`src/rtl/alu_status_reg_pkg.sv`:
```
// Shared constants for the ALU status stage: SR bit map, reserved-bit mask
// and the ALU function-select field layout.
package alu_status_reg_pkg;

  localparam int SR_C      = 0;
  localparam int SR_Z      = 1;
  localparam int SR_N      = 2;
  localparam int SR_GIE    = 3;
  localparam int SR_CPUOFF = 4;
  localparam int SR_OSCOFF = 5;
  localparam int SR_SCG0   = 6;
  localparam int SR_SCG1   = 7;
  localparam int SR_V      = 8;

  localparam logic [15:0] SR_RSVD_MASK = 16'h01FF;

  localparam int FS_LOGIC = 2;
  localparam int FS_INV   = 3;

  typedef enum logic [1:0] {
    OP_AND  = 2'b00,
    OP_OR   = 2'b01,
    OP_XOR  = 2'b10,
    OP_PASS = 2'b11
  } logic_op_e;

endpackage

```
`src/rtl/alu_status_reg_if.sv`:
```
// Bundle between the ALU datapath / register file and the status stage.
interface alu_status_reg_if #(
  parameter int SIZE = 16
);

  logic            res_valid;
  logic [SIZE-1:0] result;
  logic [SIZE-1:0] src;
  logic [SIZE-1:0] dst;
  logic [3:0]      fs;
  logic            carry_in;
  logic            bw;
  logic            flag_we;
  logic            sr_we;
  logic [SIZE-1:0] sr_din;

  logic [SIZE-1:0] res_q;
  logic            res_valid_q;
  logic [SIZE-1:0] sr;
  logic            c;
  logic            z;
  logic            n;
  logic            v;

  modport master (
    output res_valid, result, src, dst, fs, carry_in, bw, flag_we, sr_we, sr_din,
    input  res_q, res_valid_q, sr, c, z, n, v
  );

  modport slave (
    input  res_valid, result, src, dst, fs, carry_in, bw, flag_we, sr_we, sr_din,
    output res_q, res_valid_q, sr, c, z, n, v
  );

endinterface

```
`src/rtl/alu_status_reg_flag_gen.sv`:
```
// Combinational next-flag computation for one ALU result; upd_en_o is low
// for operations whose flags must be left untouched (BIC, BIS, MOV).
module alu_status_reg_flag_gen
  import alu_status_reg_pkg::*;
#(
  parameter int SIZE = 16
) (
  input  logic [SIZE-1:0] result_i,
  input  logic [SIZE-1:0] src_i,
  input  logic [SIZE-1:0] dst_i,
  input  logic [3:0]      fs_i,
  input  logic            carry_in_i,
  input  logic            bw_i,
  output logic            n_o,
  output logic            z_o,
  output logic            c_o,
  output logic            v_o,
  output logic            upd_en_o
);

  logic res_msb_s;
  logic src_msb_s;
  logic dst_msb_s;
  logic a_msb_s;
  logic zero_s;
  logic unused_bits_s;

  assign res_msb_s = bw_i ? result_i[7] : result_i[SIZE-1];
  assign src_msb_s = bw_i ? src_i[7]    : src_i[SIZE-1];
  assign dst_msb_s = bw_i ? dst_i[7]    : dst_i[SIZE-1];
  // Subtraction feeds the adder with ~SRC, so overflow is judged on that operand.
  assign a_msb_s   = fs_i[FS_INV] ? ~src_msb_s : src_msb_s;
  assign zero_s    = bw_i ? (result_i[7:0] == 8'h00) : (result_i == {SIZE{1'b0}});

  assign unused_bits_s = ^{src_i[SIZE-2:8], src_i[6:0], dst_i[SIZE-2:8], dst_i[6:0]};

  // Select flag values by operation class.
  always_comb begin
    n_o      = res_msb_s;
    z_o      = zero_s;
    c_o      = 1'b0;
    v_o      = 1'b0;
    upd_en_o = 1'b0;
    if (!fs_i[FS_LOGIC]) begin
      c_o      = carry_in_i;
      v_o      = (a_msb_s == dst_msb_s) && (res_msb_s != a_msb_s);
      upd_en_o = 1'b1;
    end else begin
      case (logic_op_e'(fs_i[1:0]))
        OP_AND: begin
          c_o      = ~zero_s;
          v_o      = 1'b0;
          upd_en_o = ~fs_i[FS_INV];
        end
        OP_XOR: begin
          c_o      = ~zero_s;
          v_o      = src_msb_s & dst_msb_s;
          upd_en_o = 1'b1;
        end
        OP_OR:   upd_en_o = 1'b0;
        OP_PASS: upd_en_o = 1'b0;
        default: upd_en_o = 1'b0;
      endcase
    end
  end

endmodule

```
`src/rtl/alu_status_reg.sv`:
```
// ALU writeback stage: registers the result and maintains the SR (R2) image,
// with register-file writes to R2 taking priority over flag updates.
module alu_status_reg
  import alu_status_reg_pkg::*;
#(
  parameter int SIZE = 16
) (
  input logic           clk,
  input logic           rst_n,
  alu_status_reg_if.slave bus
);

  logic [SIZE-1:0] res_q;
  logic            res_valid_q;
  logic [SIZE-1:0] sr_q;
  logic [SIZE-1:0] sr_d;

  logic n_s;
  logic z_s;
  logic c_s;
  logic v_s;
  logic upd_en_s;
  logic flag_upd_s;

  alu_status_reg_flag_gen #(
    .SIZE (SIZE)
  ) u_flag_gen (
    .result_i   (bus.result),
    .src_i      (bus.src),
    .dst_i      (bus.dst),
    .fs_i       (bus.fs),
    .carry_in_i (bus.carry_in),
    .bw_i       (bus.bw),
    .n_o        (n_s),
    .z_o        (z_s),
    .c_o        (c_s),
    .v_o        (v_s),
    .upd_en_o   (upd_en_s)
  );

  assign flag_upd_s = bus.res_valid & bus.flag_we & upd_en_s & ~bus.sr_we;

  // SR next-state: direct write, flag update, or hold.
  always_comb begin
    sr_d = sr_q;
    if (bus.sr_we) begin
      sr_d = bus.sr_din & SIZE'(SR_RSVD_MASK);
    end else if (flag_upd_s) begin
      sr_d[SR_C] = c_s;
      sr_d[SR_Z] = z_s;
      sr_d[SR_N] = n_s;
      sr_d[SR_V] = v_s;
    end else begin
      sr_d = sr_q;
    end
  end

  // Result, valid strobe and SR registers.
  always_ff @(posedge clk or negedge rst_n) begin
    if (!rst_n) begin
      res_q       <= {SIZE{1'b0}};
      res_valid_q <= 1'b0;
      sr_q        <= {SIZE{1'b0}};
    end else begin
      res_q       <= bus.result;
      res_valid_q <= bus.res_valid;
      sr_q        <= sr_d;
    end
  end

  assign bus.res_q       = res_q;
  assign bus.res_valid_q = res_valid_q;
  assign bus.sr          = sr_q;
  assign bus.c           = sr_q[SR_C];
  assign bus.z           = sr_q[SR_Z];
  assign bus.n           = sr_q[SR_N];
  assign bus.v           = sr_q[SR_V];

endmodule

```
`src/flat_wrapper.sv`:
```
// flat-port wrapper written by rule: the top's interface ports become plain ports
module alu_status_reg_flat import alu_status_reg_pkg::*;
#(
  parameter int SIZE = 16
)
  (clk, rst_n, bus_res_valid, bus_result, bus_src, bus_dst, bus_fs, bus_carry_in, bus_bw, bus_flag_we, bus_sr_we, bus_sr_din, bus_res_q, bus_res_valid_q, bus_sr, bus_c, bus_z, bus_n, bus_v);
  alu_status_reg_if #(.SIZE(SIZE)) bus_i ();
  input logic clk;
  input logic rst_n;
  input wire logic [$bits(bus_i.res_valid)-1:0] bus_res_valid;
  input wire logic [$bits(bus_i.result)-1:0] bus_result;
  input wire logic [$bits(bus_i.src)-1:0] bus_src;
  input wire logic [$bits(bus_i.dst)-1:0] bus_dst;
  input wire logic [$bits(bus_i.fs)-1:0] bus_fs;
  input wire logic [$bits(bus_i.carry_in)-1:0] bus_carry_in;
  input wire logic [$bits(bus_i.bw)-1:0] bus_bw;
  input wire logic [$bits(bus_i.flag_we)-1:0] bus_flag_we;
  input wire logic [$bits(bus_i.sr_we)-1:0] bus_sr_we;
  input wire logic [$bits(bus_i.sr_din)-1:0] bus_sr_din;
  output wire logic [$bits(bus_i.res_q)-1:0] bus_res_q;
  output wire logic [$bits(bus_i.res_valid_q)-1:0] bus_res_valid_q;
  output wire logic [$bits(bus_i.sr)-1:0] bus_sr;
  output wire logic [$bits(bus_i.c)-1:0] bus_c;
  output wire logic [$bits(bus_i.z)-1:0] bus_z;
  output wire logic [$bits(bus_i.n)-1:0] bus_n;
  output wire logic [$bits(bus_i.v)-1:0] bus_v;
  assign bus_i.res_valid = bus_res_valid;
  assign bus_i.result = bus_result;
  assign bus_i.src = bus_src;
  assign bus_i.dst = bus_dst;
  assign bus_i.fs = bus_fs;
  assign bus_i.carry_in = bus_carry_in;
  assign bus_i.bw = bus_bw;
  assign bus_i.flag_we = bus_flag_we;
  assign bus_i.sr_we = bus_sr_we;
  assign bus_i.sr_din = bus_sr_din;
  assign bus_res_q = bus_i.res_q;
  assign bus_res_valid_q = bus_i.res_valid_q;
  assign bus_sr = bus_i.sr;
  assign bus_c = bus_i.c;
  assign bus_z = bus_i.z;
  assign bus_n = bus_i.n;
  assign bus_v = bus_i.v;
  alu_status_reg #(.SIZE(SIZE)) u_core (.clk(clk), .rst_n(rst_n), .bus(bus_i));
endmodule
```
`config.mk`:
```
export PLATFORM = sky130hd
export DESIGN_NAME = alu_status_reg_flat
export DESIGN_NICKNAME = d
export VERILOG_FILES = /design/src/rtl/alu_status_reg_pkg.sv /design/src/rtl/alu_status_reg_if.sv /design/src/rtl/alu_status_reg_flag_gen.sv /design/src/rtl/alu_status_reg.sv /design/src/flat_wrapper.sv
export SDC_FILE = /design/constraint.sdc
export NUM_CORES = 1
export LEC_CHECK = 0
export ABC_AREA = 1
export CAP_MARGIN = 25
export CORE_AREA = 5 5 67 69
export DETAILED_ROUTE_END_ITERATION = 10
export DIE_AREA = 0 0 72 74
export GPL_TIMING_DRIVEN = 0
export PLACE_DENSITY = 0.82
export SYNTH_ARGS = -nofsm -noshare
export SYNTH_HDL_FRONTEND = slang
export SYNTH_HIERARCHICAL = 1
export SYNTH_SLANG_ARGS = --single-unit
```
`constraint.sdc`:
```
create_clock -name clk -period 1.5 [get_ports clk]
set_clock_uncertainty 0.2 [all_clocks]
set_input_delay 0.3 -clock clk [delete_from_list [all_inputs] [get_ports clk]]
set_output_delay 0.3 -clock clk [all_outputs]
set_load 0.005 [all_outputs]
```
==> impl_metrics.ini <==
[cells_and_area]
design_area_sq_mm = 0.002240
nets = 315
syn2layout_area_growth_pct = 93.30
num_antenna_cells = 0
fillCellCount = 347
drive_gt1_share_pct = 16.74

[critical_path]
path_buf_inv = 1
path_cells = dlygate4sd2_1
slowest_delay_ps = 410
cp_data_required_time_ps = 1000
worst_path_max_delay_cell = dfrtp_1
startpoint_type = register
crit_family = flip-flops
cp-end-kind = output port
arrival_ps = 950
cp_max_fo = 3
crit_type = register to output port

[drt]
vias = 1214
drc_errors = 0
drt_iter0_drc = 78
routed_via_density = 4.201
drt_wl_total_mm = 3.464
first_pass_iters = 4
ant_nets = 0
wl_per_cell_microns = 11.99

[placed_design]
portBuffers = 68
placed_area_sq_mm = 0.001952
dp_hpwl_mm = 2.521
globalplace.congestion = 0.7573

[hold_path]
hp-class = input pin to register

[die]
pin_count = 112
die_x_microns = 72
num_rows = 23
core_sq_mm = 0.003856
initial_utilization_pct = 30.05
dieArea_sq_mm = 0.005328
die_h_microns = 74

[synth]
synth-seq-cells = 26
synth-warning-count = 6
synth_ff_type = dfrtp_1
synth_cells = 139
yosysSeqAreaShare_pct = 56.16
synth_top_area_share_pct = 56.16
synthArstFlopShare_pct = 100.0
synth_most_common_cell = nand2_1
synth_area_leaders = dfrtp_1 56%, nand2_1 19%, buf_4 7.1%
avgSynthCellArea_sq_um = 8.335
synth_edf_count = 0
netlist_top_cells_count = 60 x nand2_1, 26 x dfrtp_1, 14 x nor2_1
yosysTopAreaCell = dfrtp_1
synth_area_sq_mm = 0.001159
yosysUniqueCellTypes = 13

[sta]
relSlewSlack_pct = 64.88
setup_tns_ps = 0
finalHoldViolCount = 0
fmax_ghz = 0.6891
min_period_over_period_pct = 96.74
fin_crit_ps = 1451
worst_pin_slew_ps = 525.2
whs_ps = 30.74
rsz0062_at_grt = false
setup_viol = 0
drv_slew = 0

[power]
power.total_mw = 1.753
ir_worst_vdd_v = 0.0003297
leakagePower_nw = 1.323
power.density_mw_per_mm2 = 782.8

[clock_tree]
cts.sinks = 26
numCtsBuffers = 3
cts_root_buf = clkbuf_8
htreeDepth = 1
clock_latency_ps = 260
tritoncts = done
clkTransAtPathRegs_ps = 90
clk_path_buf_depth = 2

[global_routing]
grt-ovfl-total = 0
grt_pass1_wl_mm = 5.223
antenna_found_initial = 0
grt_use_total_pct = 12.35
grt_start_max_net_pins = 19
grt_pass1_vias = 1189

[flow_run]
cap_viol_max_count = 0

[run_status]
status = finished clean
-- logic make-up (layout without fill, tap and decap cells) --
family	after synthesis	in the layout	share of synthesized area, %
and+or+nand+nor	85	85	29.27
buffers and inverters	23	117	12.53
AOI/OAI and AO/OA	4	4	1.727
DFF	26	26	56.16
other	1	7	0.3237
-- where the power goes --
group,switching [mW],leakage (nW),total [mW],internal [mW]
registers,0.0201,0.310,0.767,0.747
clock network,0.215,0.0357,0.572,0.357
logic,0.160,0.977,0.414,0.254
-- placed cells by master, fill, tap and decap left out, types with 6 or more instances in the layout --
cell             synthesis  layout
dlygate4sd3_1            0      14
nor2_1                  14      14
dfrtp_1                 26      26
dlymetal6s2s_1           0      20
nand3_1                 10       9
dlygate4sd2_1            0      27
inv_1                    8       6
conb_1                   1       7
nand2_1                 60      58
buf_4                   11      19
clkdlybuf4s50_1          0      16
-- state kept, by name (all words and copies together), names as in the netlist --
| signal | flops |
|---|---|
| u_core/bus.res_q | 16 |
| u_core/bus.sr | 9 |
| u_core/bus.res_valid_q | 1 |
-- routing by layer --
layer	share of wire (%)	track usage, %	vias to the layer above	routed length [microns]
met2	50	21.63	59	1724
met4	0.98	5.637	0	34
li1	-	-	606	-
met5	0	0	-	0
met3	11	1.892	2	369
met1	39	15.05	547	1337
-- metrics by stage --
stage / worst slack [ps] / cells / util (%)
after floorplan: 254.6 / 145 / -
after global placement: -472.7 / 263 / 49.90
after detailed placement: -486.7 / 264 / 50.62
after CTS: -34.54 / 276 / 53.44
after global routing: 15.61 / 289 / 58.08
final: 48.88 / 289 / 58.08
-- worst paths after layout --
check                                       to  slack [ps]             start  depth (start not counted)
setup / recovery                         bus_n          50  u_core/bus.sr[2]                          1
setup reg to reg              u_core/bus.sr[1]         320  u_core/bus.sr[1]                          5
hold / removal             u_core/bus.res_q[7]          30     bus_result[7]                          1
min in group asynchronous  u_core/bus.res_q[9]         170             rst_n                          1
hold reg to reg               u_core/bus.sr[5]         270  u_core/bus.sr[5]                          2
max in group asynchronous     u_core/bus.sr[6]         460             rst_n                          2
-- final cells by class --
type                    instances  area, sq um  area share (%)
flip-flops and latches         26        650.6           29.05
well taps                      50        62.56           2.793
clock inverters                 1        30.03           1.341
inverters                      10        40.04           1.788
clock buffers                   3        41.29           1.844
multi-input cells              96        402.9           17.99
plain buffers                  12        97.59           4.358
repair buffers                 91        914.6           40.84
-- timing repair --
action                                 CTS  global route
pin swaps                                2            23
setup endpoints to repair               34             7
gates resized for setup                 46            28
endpoints found under the hold margin    0            14
setup buffers                            8             1
hold buffers                             0            14
(Power assumes the default switching activity.)
